--- src/rtl/kb_scancode_decoder_pkg.sv ---
// Shared PS/2 set-2 scan code constants and decoder state encodings.
// videoMemory imports the same definitions.
package kb_scancode_decoder_pkg;

  localparam logic [7:0] SC_BREAK  = 8'hF0;
  localparam logic [7:0] SC_EXT    = 8'hE0;
  localparam logic [7:0] SC_PAUSE  = 8'hE1;
  localparam logic [7:0] SC_LSHIFT = 8'h12;
  localparam logic [7:0] SC_RSHIFT = 8'h59;
  localparam logic [7:0] SC_CTRL   = 8'h14;
  localparam logic [7:0] SC_ALT    = 8'h11;
  localparam logic [7:0] SC_CAPS   = 8'h58;
  localparam logic [7:0] SC_INSERT = 8'h70;
  localparam logic [7:0] SC_BKSP   = 8'h66;
  localparam logic [7:0] SC_ENTER  = 8'h5A;

  // Keys are carried as {extended, code} so E0-prefixed codes stay distinct.
  localparam logic [8:0] KEY_LSHIFT = {1'b0, SC_LSHIFT};
  localparam logic [8:0] KEY_RSHIFT = {1'b0, SC_RSHIFT};
  localparam logic [8:0] KEY_LCTRL  = {1'b0, SC_CTRL};
  localparam logic [8:0] KEY_RCTRL  = {1'b1, SC_CTRL};
  localparam logic [8:0] KEY_LALT   = {1'b0, SC_ALT};
  localparam logic [8:0] KEY_RALT   = {1'b1, SC_ALT};
  localparam logic [8:0] KEY_CAPS   = {1'b0, SC_CAPS};
  localparam logic [8:0] KEY_INSERT = {1'b1, SC_INSERT};

  typedef enum logic [2:0] {
    ST_IDLE,
    ST_EXT,
    ST_BRK,
    ST_EXTBRK,
    ST_SKIP
  } dec_state_t;

  typedef enum logic [1:0] {
    PE_IDLE,
    PE_HOLD,
    PE_GAP
  } pulse_state_t;

  // Keyboard status/ack bytes that carry no key information.
  function automatic logic is_noise_byte(input logic [7:0] b);
    return (b == 8'h00) || (b == 8'hAA) || (b == 8'hFA) ||
           (b == 8'hFE) || (b == 8'hFF);
  endfunction

endpackage

--- src/rtl/kb_scancode_decoder_ascii_rom.sv ---
// Combinational set-2 scan code to ASCII map under shift/capslock.
// Letters honour shift^capslock; digits and symbols follow shift only.
module kb_ascii_rom (
  input  logic [7:0] scan_code,
  input  logic       shift,
  input  logic       capslock,
  output logic [7:0] ascii,
  output logic       is_ascii_key
);

  logic [7:0] base_char;
  logic [7:0] shift_char;
  logic       is_letter;

  always_comb begin
    base_char  = 8'h00;
    shift_char = 8'h00;
    case (scan_code)
      8'h1C: base_char = "a";
      8'h32: base_char = "b";
      8'h21: base_char = "c";
      8'h23: base_char = "d";
      8'h24: base_char = "e";
      8'h2B: base_char = "f";
      8'h34: base_char = "g";
      8'h33: base_char = "h";
      8'h43: base_char = "i";
      8'h3B: base_char = "j";
      8'h42: base_char = "k";
      8'h4B: base_char = "l";
      8'h3A: base_char = "m";
      8'h31: base_char = "n";
      8'h44: base_char = "o";
      8'h4D: base_char = "p";
      8'h15: base_char = "q";
      8'h2D: base_char = "r";
      8'h1B: base_char = "s";
      8'h2C: base_char = "t";
      8'h3C: base_char = "u";
      8'h2A: base_char = "v";
      8'h1D: base_char = "w";
      8'h22: base_char = "x";
      8'h35: base_char = "y";
      8'h1A: base_char = "z";
      8'h16: begin base_char = "1"; shift_char = "!"; end
      8'h1E: begin base_char = "2"; shift_char = "@"; end
      8'h26: begin base_char = "3"; shift_char = "#"; end
      8'h25: begin base_char = "4"; shift_char = "$"; end
      8'h2E: begin base_char = "5"; shift_char = "%"; end
      8'h36: begin base_char = "6"; shift_char = "^"; end
      8'h3D: begin base_char = "7"; shift_char = "&"; end
      8'h3E: begin base_char = "8"; shift_char = "*"; end
      8'h46: begin base_char = "9"; shift_char = "("; end
      8'h45: begin base_char = "0"; shift_char = ")"; end
      8'h0E: begin base_char = 8'h60; shift_char = 8'h7E; end
      8'h4E: begin base_char = 8'h2D; shift_char = 8'h5F; end
      8'h55: begin base_char = 8'h3D; shift_char = 8'h2B; end
      8'h5D: begin base_char = 8'h5C; shift_char = 8'h7C; end
      8'h54: begin base_char = 8'h5B; shift_char = 8'h7B; end
      8'h5B: begin base_char = 8'h5D; shift_char = 8'h7D; end
      8'h4C: begin base_char = 8'h3B; shift_char = 8'h3A; end
      8'h52: begin base_char = 8'h27; shift_char = 8'h22; end
      8'h41: begin base_char = 8'h2C; shift_char = 8'h3C; end
      8'h49: begin base_char = 8'h2E; shift_char = 8'h3E; end
      8'h4A: begin base_char = 8'h2F; shift_char = 8'h3F; end
      8'h29: begin base_char = 8'h20; shift_char = 8'h20; end
      default: ;
    endcase
  end

  assign is_letter    = (base_char >= 8'h61) && (base_char <= 8'h7A);
  assign is_ascii_key = (base_char != 8'h00);

  always_comb begin
    ascii = base_char;
    if (is_letter) begin
      if (shift ^ capslock) ascii = base_char - 8'h20;
    end else if (shift) begin
      ascii = shift_char;
    end
  end

endmodule

--- src/rtl/kb_scancode_decoder.sv ---
// PS/2 set-2 byte decoder: prefixes, modifiers, toggles and a held newKey strobe.
// Define KB_TYPEMATIC_EN to turn repeated makes of the held key into events.
module kb_scancode_decoder
  import kb_scancode_decoder_pkg::*;
#(
  parameter int NEWKEY_HOLD = 4,
  parameter int NEWKEY_GAP  = 4,
  parameter int PAUSE_SKIP  = 7
) (
  input  logic       clk,
  input  logic       rst,
  input  logic [7:0] ps2_data,
  input  logic       ps2_ready,
  output logic       ps2_next,
  output logic [7:0] scanCode,
  output logic [7:0] scanCode_E0,
  output logic       shift,
  output logic       ctrl,
  output logic       alt,
  output logic       capslock,
  output logic       insert,
  output logic [7:0] ASCII,
  output logic       isASCIIkey,
  output logic       newKey
);

  localparam int CNT_MAX = (NEWKEY_HOLD > NEWKEY_GAP) ? NEWKEY_HOLD : NEWKEY_GAP;
  localparam int CNT_W   = $clog2(CNT_MAX + 1);
  localparam int SKIP_W  = $clog2(PAUSE_SKIP + 1);

`ifdef KB_TYPEMATIC_EN
  localparam logic TYPEMATIC = 1'b1;
`else
  localparam logic TYPEMATIC = 1'b0;
`endif

  dec_state_t         state_q, state_d;
  logic [SKIP_W-1:0]  skip_q, skip_d;
  pulse_state_t       pe_q, pe_d;
  logic [CNT_W-1:0]   pe_cnt_q, pe_cnt_d;

  logic       consume;
  logic       do_make, do_break;
  logic [8:0] key;
  logic [8:0] held_q;
  logic       lshift_q, rshift_q, lctrl_q, rctrl_q, lalt_q, ralt_q;
  logic       is_mod, same_key;
  logic       take_held, toggle_caps, toggle_ins, fire;
  logic [7:0] next_scan, next_e0, rom_ascii;
  logic       rom_is_ascii;

  // Bytes are only taken while the strobe engine is fully idle, so a byte
  // arriving during hold or gap simply waits at the FIFO head.
  assign consume = ps2_ready && !ps2_next && (pe_q == PE_IDLE);

  always_ff @(posedge clk or posedge rst) begin
    if (rst) begin
      state_q  <= ST_IDLE;
      skip_q   <= '0;
      pe_q     <= PE_IDLE;
      pe_cnt_q <= '0;
    end else begin
      state_q  <= state_d;
      skip_q   <= skip_d;
      pe_q     <= pe_d;
      pe_cnt_q <= pe_cnt_d;
    end
  end

  always_comb begin
    state_d  = state_q;
    skip_d   = skip_q;
    do_make  = 1'b0;
    do_break = 1'b0;
    key      = {1'b0, ps2_data};
    if (consume) begin
      case (state_q)
        ST_IDLE: begin
          if (ps2_data == SC_EXT) begin
            state_d = ST_EXT;
          end else if (ps2_data == SC_BREAK) begin
            state_d = ST_BRK;
          end else if (ps2_data == SC_PAUSE) begin
            state_d = ST_SKIP;
            skip_d  = SKIP_W'(PAUSE_SKIP);
          end else if (!is_noise_byte(ps2_data)) begin
            do_make = 1'b1;
          end
        end
        ST_EXT: begin
          state_d = ST_IDLE;
          key     = {1'b1, ps2_data};
          if (ps2_data == SC_BREAK) begin
            state_d = ST_EXTBRK;
          end else if ((ps2_data != SC_EXT) && (ps2_data != SC_PAUSE)) begin
            do_make = 1'b1;
          end
        end
        ST_BRK: begin
          state_d  = ST_IDLE;
          do_break = 1'b1;
        end
        ST_EXTBRK: begin
          state_d  = ST_IDLE;
          key      = {1'b1, ps2_data};
          do_break = 1'b1;
        end
        ST_SKIP: begin
          if (skip_q <= SKIP_W'(1)) begin
            state_d = ST_IDLE;
            skip_d  = '0;
          end else begin
            skip_d = skip_q - 1'b1;
          end
        end
        default: state_d = ST_IDLE;
      endcase
    end
  end

  assign is_mod = (key == KEY_LSHIFT) || (key == KEY_RSHIFT) ||
                  (key == KEY_LCTRL)  || (key == KEY_RCTRL)  ||
                  (key == KEY_LALT)   || (key == KEY_RALT);
  assign same_key = (key == held_q);

  // Caps and insert become the held key so their auto-repeat never re-toggles.
  always_comb begin
    take_held   = 1'b0;
    toggle_caps = 1'b0;
    toggle_ins  = 1'b0;
    fire        = 1'b0;
    if (do_make && !is_mod) begin
      take_held = 1'b1;
      if (key == KEY_CAPS) begin
        toggle_caps = !same_key;
      end else if (key == KEY_INSERT) begin
        toggle_ins = !same_key;
      end else begin
        fire = !same_key || TYPEMATIC;
      end
    end
  end

  assign next_scan = key[8] ? 8'h00 : key[7:0];
  assign next_e0   = key[8] ? key[7:0] : 8'h00;

  kb_ascii_rom u_ascii_rom (
    .scan_code    (next_scan),
    .shift        (shift),
    .capslock     (capslock),
    .ascii        (rom_ascii),
    .is_ascii_key (rom_is_ascii)
  );

  always_ff @(posedge clk or posedge rst) begin
    if (rst) begin
      ps2_next    <= 1'b0;
      held_q      <= '0;
      lshift_q    <= 1'b0;
      rshift_q    <= 1'b0;
      lctrl_q     <= 1'b0;
      rctrl_q     <= 1'b0;
      lalt_q      <= 1'b0;
      ralt_q      <= 1'b0;
      capslock    <= 1'b0;
      insert      <= 1'b0;
      scanCode    <= '0;
      scanCode_E0 <= '0;
      ASCII       <= '0;
      isASCIIkey  <= 1'b0;
    end else begin
      ps2_next <= consume;
      if (take_held) begin
        held_q <= key;
      end else if (do_break && same_key) begin
        held_q <= '0;
      end
      if (toggle_caps) capslock <= ~capslock;
      if (toggle_ins)  insert   <= ~insert;
      if (do_make || do_break) begin
        case (key)
          KEY_LSHIFT: lshift_q <= do_make;
          KEY_RSHIFT: rshift_q <= do_make;
          KEY_LCTRL:  lctrl_q  <= do_make;
          KEY_RCTRL:  rctrl_q  <= do_make;
          KEY_LALT:   lalt_q   <= do_make;
          KEY_RALT:   ralt_q   <= do_make;
          default: ;
        endcase
      end
      if (fire) begin
        scanCode    <= next_scan;
        scanCode_E0 <= next_e0;
        ASCII       <= rom_ascii;
        isASCIIkey  <= rom_is_ascii;
      end
    end
  end

  assign shift = lshift_q | rshift_q;
  assign ctrl  = lctrl_q | rctrl_q;
  assign alt   = lalt_q | ralt_q;

  // Strobe engine: NEWKEY_HOLD cycles high, then NEWKEY_GAP cycles of enforced low.
  always_comb begin
    pe_d     = pe_q;
    pe_cnt_d = pe_cnt_q;
    case (pe_q)
      PE_IDLE: begin
        if (fire) begin
          pe_d     = PE_HOLD;
          pe_cnt_d = '0;
        end
      end
      PE_HOLD: begin
        if (pe_cnt_q == CNT_W'(NEWKEY_HOLD - 1)) begin
          pe_d     = PE_GAP;
          pe_cnt_d = '0;
        end else begin
          pe_cnt_d = pe_cnt_q + 1'b1;
        end
      end
      PE_GAP: begin
        if (pe_cnt_q == CNT_W'(NEWKEY_GAP - 1)) begin
          pe_d     = PE_IDLE;
          pe_cnt_d = '0;
        end else begin
          pe_cnt_d = pe_cnt_q + 1'b1;
        end
      end
      default: pe_d = PE_IDLE;
    endcase
  end

  assign newKey = (pe_q == PE_HOLD);

endmodule

--- config.mk ---
export PLATFORM = sky130hd
export DESIGN_NAME = kb_scancode_decoder
export DESIGN_NICKNAME = d
export VERILOG_FILES = /design/src/rtl/kb_scancode_decoder_pkg.sv /design/src/rtl/kb_scancode_decoder_ascii_rom.sv /design/src/rtl/kb_scancode_decoder.sv
export SDC_FILE = /design/constraint.sdc
export NUM_CORES = 1
export LEC_CHECK = 0
export ABC_AREA = 1
export ABC_CLOCK_PERIOD_IN_PS = 3300
export BUFFER_PORTS_ARGS = -buffer_cell sky130_fd_sc_hd__buf_2
export CAP_MARGIN = 20
export CORE_UTILIZATION = 25
export DETAILED_ROUTE_END_ITERATION = 10
export MAX_ROUTING_LAYER = met4
export PLACE_DENSITY = 0.45
export SLEW_MARGIN = 5
export SYNTH_ARGS = -nofsm -noshare
export SYNTH_HDL_FRONTEND = slang
export SYNTH_SLANG_ARGS = --single-unit
--- constraint.sdc ---
create_clock -name clk -period 3.3 [get_ports clk]
set_input_delay 0.66 -clock clk [delete_from_list [all_inputs] [get_ports clk]]
set_output_delay 0.66 -clock clk [all_outputs]
set_load 0.005 [all_outputs]
==> impl_metrics.py <==
metrics = {
    "status": {
        "run_status": "completed",
    },
    "placement": {
        "placed_cells": 878,
        "numPortBuffers": 42,
        "gp_congestion": 0.924,
        "detailedPlacementHpwl_um": 10700,
        "place_area_mm2": 0.00466,
    },
    "cells_and_area": {
        "final_layout_size_suffix_gt1_frac": 0.209,
        "n_fill_cell": 1722,
        "antennaDiodeCount": 0,
        "finish.cell_count_without_fillers": 894,
        "final_area_mm2": 0.00497,
        "register_area_mm2": 0.00135,
        "layout-area-overhead-vs-synth_pct": 23.3,
        "multi_input_area_mm2": 0.00230,
        "layout.nets": 697,
    },
    "setup_path": {
        "path_common_cell": "sky130_fd_sc_hd__nand2_1",
        "critical_path.slowest_cell": "sky130_fd_sc_hd__dfrtp_1",
        "critPathLaunchType": "flip-flop",
        "worstPathArrival_ps": 3240,
        "critPathTopFamily": "simple AND/OR/NAND/NOR gates",
        "crit_path_max_incr_delay_ps": 420,
        "required_ps": 3490,
        "crit_buf_inv": 3,
        "crit_type": "flip-flop to flip-flop",
        "worstSetupEndpointType": "flip-flop",
        "path_max_fanout": 19,
        "cp_cell_sequence": "inv_2 > ha_2 > nand2_1 > nor2_4 > nand2_4 > buf_12 > nand4_1 > nor2_1 > nor2_1 > nand3b_1 > nor2_2 > nand2_1 > nor2_2 > inv_1 > ha_2 > nand2_1 > nor2_1 > nand3_2 > nand2_4 > nand2_1 > nand2_1 > nand2_1 > nand2_1",
    },
    "pwr": {
        "vdd_drop_max_v": 0.000230,
        "power_frac_comb": 0.431,
        "netSwitchingFraction": 0.398,
        "power.static_leakage_nw": 2.65,
        "pwr-share-seq": 0.355,
        "power_frac_clock": 0.214,
        "power.switching_mw": 1.17,
        "p_per_cell_area_mw_per_mm2": 590,
        "power.internal_mw": 1.76,
    },
    "floorplanning": {
        "design.portCount": 43,
        "height_of_the_chip_um": 129,
        "floorplan.die.width_um": 129,
        "rows": 46,
        "core_mm2": 0.0158,
        "floorplan.die_area_mm2": 0.0166,
        "initial_core_util": 0.255,
    },
    "synth": {
        "netlist_area_before_placement_mm2": 0.00403,
        "post_synthesis_average_cell_area_um2": 6.69,
        "synth_cells": 602,
        "synth.ff_latch_count": 54,
        "synth_fp_nets": 622,
        "yosysWarnings": 0,
        "netlist-cell-type-count": 40,
        "yosysSeqAreaShare": 0.335,
    },
    "min_path": {
        "worst_hold_path_type": "primary input to async pin",
    },
    "drt": {
        "detail_route.wl_per_cell_um": 15.1,
        "ant_nets": 0,
        "count_of_vias_placed_by_the_detailed_router": 4228,
        "drc_errors": 0,
        "vias_per_cell": 4.73,
        "detail_route.first_pass.iterations": 5,
        "drt_first_iter_violations": 271,
        "drt-total-wl_um": 13500,
    },
    "grt": {
        "grt_overflow": 0,
        "number_of_global_route_vias_before_repair": 4197,
        "global_route_wire_length_before_repair_um": 21700,
        "groute.usage.overall": 0.174,
        "grt_start_max_net_pins": 39,
        "antenna_found_initial": 0,
    },
    "sta": {
        "finClkSkew_ps": 7.10,
        "slew_at_the_pin_closest_to_its_max_slew_limit_ps": 708,
        "final_hold_viol_count": 0,
        "achievable-frequency_mhz": 328,
        "min_period_ps": 3050,
        "final_max_slew_viol_count": 0,
        "tns_ps": 0,
        "post-route-period-util": 0.924,
        "setup-violations-final": 0,
        "slew_headroom": 0.525,
    },
    "clocking": {
        "tritoncts_num_sinks": 54,
        "clk_pin_slew_worst_paths_ps": 80,
        "cts_root_buf": "sky130_fd_sc_hd__clkbuf_16",
        "cts-root-to-sink-buffers": 2,
        "clock_tree_from_tritoncts": "built",
        "clkLatencyLatePin_ps": 300,
        "htree_levels": 2,
        "cts_made_buffers": 5,
    },
    "job": {
        "cap_violations": 0,
    },
}
[cell families (layout without fill, tap and decap cells)]
| group | Yosys count | after routing | synth area share |
|---|---|---|---|
| AO/OA/AOI/OAI | 78 | 78 | 0.120 |
| AND/OR/NAND/NOR | 356 | 356 | 0.391 |
| buffers and inverters | 97 | 173 | 0.108 |
| XOR/XNOR | 8 | 8 | 0.0174 |
| flip-flops | 54 | 54 | 0.335 |
| adder cells (fa/ha/maj) | 9 | 9 | 0.0279 |
[flip-flops by register name, indices dropped and copies added, names as in the netlist, 2 cells and up]
signal       count
skip_q           3
scanCode_E0      8
pe_q             2
state_q          3
held_q           9
ASCII            8
pe_cnt_q         3
scanCode         8
[routing by layer]
layer | GRT usage | wire, um | vias to the layer above
li1 | - | - | 2117
met1 | 0.229 | 6680 | 1997
met2 | 0.279 | 6100 | 97
met3 | 0.0237 | 466 | 17
met4 | 0.0526 | 222 | 0
met5 | - | 0 | -
[cell usage in the layout, fill, tap and decap left out, types with 6 or more instances in the layout]
cell | Yosys | layout
sky130_fd_sc_hd__o31ai_1 | 14 | 14
sky130_fd_sc_hd__inv_1 | 72 | 69
sky130_fd_sc_hd__nand4_1 | 18 | 18
sky130_fd_sc_hd__buf_4 | 1 | 38
sky130_fd_sc_hd__nand3_1 | 59 | 58
sky130_fd_sc_hd__nand2_2 | 5 | 6
sky130_fd_sc_hd__nor2_1 | 87 | 83
sky130_fd_sc_hd__inv_2 | 9 | 12
sky130_fd_sc_hd__nor3_1 | 9 | 9
sky130_fd_sc_hd__nand2_1 | 152 | 150
sky130_fd_sc_hd__ha_1 | 9 | 7
sky130_fd_sc_hd__o21ai_0 | 29 | 29
sky130_fd_sc_hd__clkbuf_16 | 0 | 6
sky130_fd_sc_hd__buf_2 | 4 | 42
sky130_fd_sc_hd__o22ai_1 | 9 | 9
sky130_fd_sc_hd__nor2_2 | 9 | 10
sky130_fd_sc_hd__a21oi_1 | 9 | 8
sky130_fd_sc_hd__dfrtp_1 | 54 | 54
[cell usage after synthesis]
| master | number | area share |
|---|---|---|
| sky130_fd_sc_hd__or2_2 | 2 | 0.0031 |
| sky130_fd_sc_hd__nand3b_1 | 2 | 0.0037 |
| sky130_fd_sc_hd__nor3b_1 | 2 | 0.0037 |
| sky130_fd_sc_hd__o31ai_1 | 14 | 0.026 |
| sky130_fd_sc_hd__o21ai_1 | 5 | 0.0062 |
| sky130_fd_sc_hd__ha_1 | 9 | 0.028 |
| sky130_fd_sc_hd__nand3_1 | 59 | 0.073 |
| sky130_fd_sc_hd__a211oi_1 | 1 | 0.0019 |
| sky130_fd_sc_hd__nand2_1 | 152 | 0.14 |
| sky130_fd_sc_hd__o31ai_2 | 3 | 0.0093 |
| sky130_fd_sc_hd__a311oi_1 | 1 | 0.0022 |
| sky130_fd_sc_hd__nand2_2 | 5 | 0.0078 |
| sky130_fd_sc_hd__or2_1 | 1 | 0.0016 |
| sky130_fd_sc_hd__xor2_1 | 3 | 0.0065 |
| sky130_fd_sc_hd__nor2_4 | 2 | 0.0056 |
| sky130_fd_sc_hd__inv_2 | 9 | 0.0084 |
| sky130_fd_sc_hd__a31oi_1 | 2 | 0.0031 |
| sky130_fd_sc_hd__buf_4 | 1 | 0.0019 |
| sky130_fd_sc_hd__nor4_1 | 3 | 0.0047 |
| sky130_fd_sc_hd__o22ai_1 | 9 | 0.014 |
| sky130_fd_sc_hd__nand3_2 | 2 | 0.0050 |
| sky130_fd_sc_hd__buf_6 | 8 | 0.022 |
| sky130_fd_sc_hd__nor3_1 | 9 | 0.011 |
| sky130_fd_sc_hd__o21ai_0 | 29 | 0.036 |
| sky130_fd_sc_hd__inv_1 | 72 | 0.067 |
| sky130_fd_sc_hd__and2_1 | 1 | 0.0016 |
| sky130_fd_sc_hd__a21oi_1 | 9 | 0.011 |
| sky130_fd_sc_hd__a21boi_1 | 1 | 0.0019 |
| sky130_fd_sc_hd__a21oi_2 | 2 | 0.0043 |
| sky130_fd_sc_hd__xnor2_1 | 5 | 0.011 |
| sky130_fd_sc_hd__buf_2 | 4 | 0.0050 |
| sky130_fd_sc_hd__nand4_1 | 18 | 0.028 |
| sky130_fd_sc_hd__o221ai_1 | 1 | 0.0022 |
| sky130_fd_sc_hd__clkbuf_1 | 2 | 0.0019 |
| sky130_fd_sc_hd__clkinv_2 | 1 | 0.0012 |
| sky130_fd_sc_hd__dfrtp_1 | 54 | 0.34 |
| sky130_fd_sc_hd__o2111ai_1 | 1 | 0.0022 |
| sky130_fd_sc_hd__nor2_2 | 9 | 0.014 |
| sky130_fd_sc_hd__nor2_1 | 87 | 0.081 |
| sky130_fd_sc_hd__nand2_4 | 2 | 0.0056 |
[metrics by stage]
step / hold slack (ps) / worst slack (ps) / util / power (mW)
6_report: 409 / 251 / 0.314 / 2.93
3_5_place_dp: 460 / -64.1 / 0.294 / 2.25
3_3_place_gp: 453 / -63.8 / 0.294 / 2.24
2_1_floorplan: 445 / 450 / - / 1.87
4_1_cts: 427 / 53.8 / 0.305 / 2.89
5_1_grt: 454 / -16.7 / 0.314 / 3.19
[final cells by class]
type / count / area share
clock buffer: 5 / 0.0252
clock inverter: 3 / 0.00957
inverter: 82 / 0.0622
multi-input combinational: 451 / 0.464
sequential: 54 / 0.272
tap: 216 / 0.0544
timing repair buffer: 83 / 0.113
[power groups by stage]
stage	Combinational, mW	Sequential, mW	Clock, mW
2_1_floorplan	0.837	1.04	0
3_3_place_gp	1.19	1.04	0
3_5_place_dp	1.20	1.05	0
4_1_cts	1.20	1.04	0.648
5_1_grt	1.44	1.07	0.680
6_report	1.26	1.04	0.626
[path summary, 6_finish.rpt]
check	cells past startpoint	endpoint	slack, ps	start
min in group clk	2	ASCII[4]$_DFFE_PP0P_	480	ASCII[4]$_DFFE_PP0P_
setup / recovery	23	ASCII[0]$_DFFE_PP0P_	250	pe_q[1]$_DFFE_PP0P_
max in group asynchronous	3	held_q[8]$_DFFE_PP0P_	2250	rst
hold reg to reg	2	ASCII[4]$_DFFE_PP0P_	480	ASCII[4]$_DFFE_PP0P_
hold / removal	2	insert$_DFFE_PP0P_	410	rst
setup reg to reg	23	ASCII[0]$_DFFE_PP0P_	250	pe_q[1]$_DFFE_PP0P_
[repair_timing]
item                       4_1_cts  5_1_grt
hold endpoints to repair         0        0
buffers inserted                 0        7
hold buffers                     0        0
gates resized for setup          0       18
setup endpoints to repair        0        8
No activity file was read; power rests on OpenSTA's default activity.
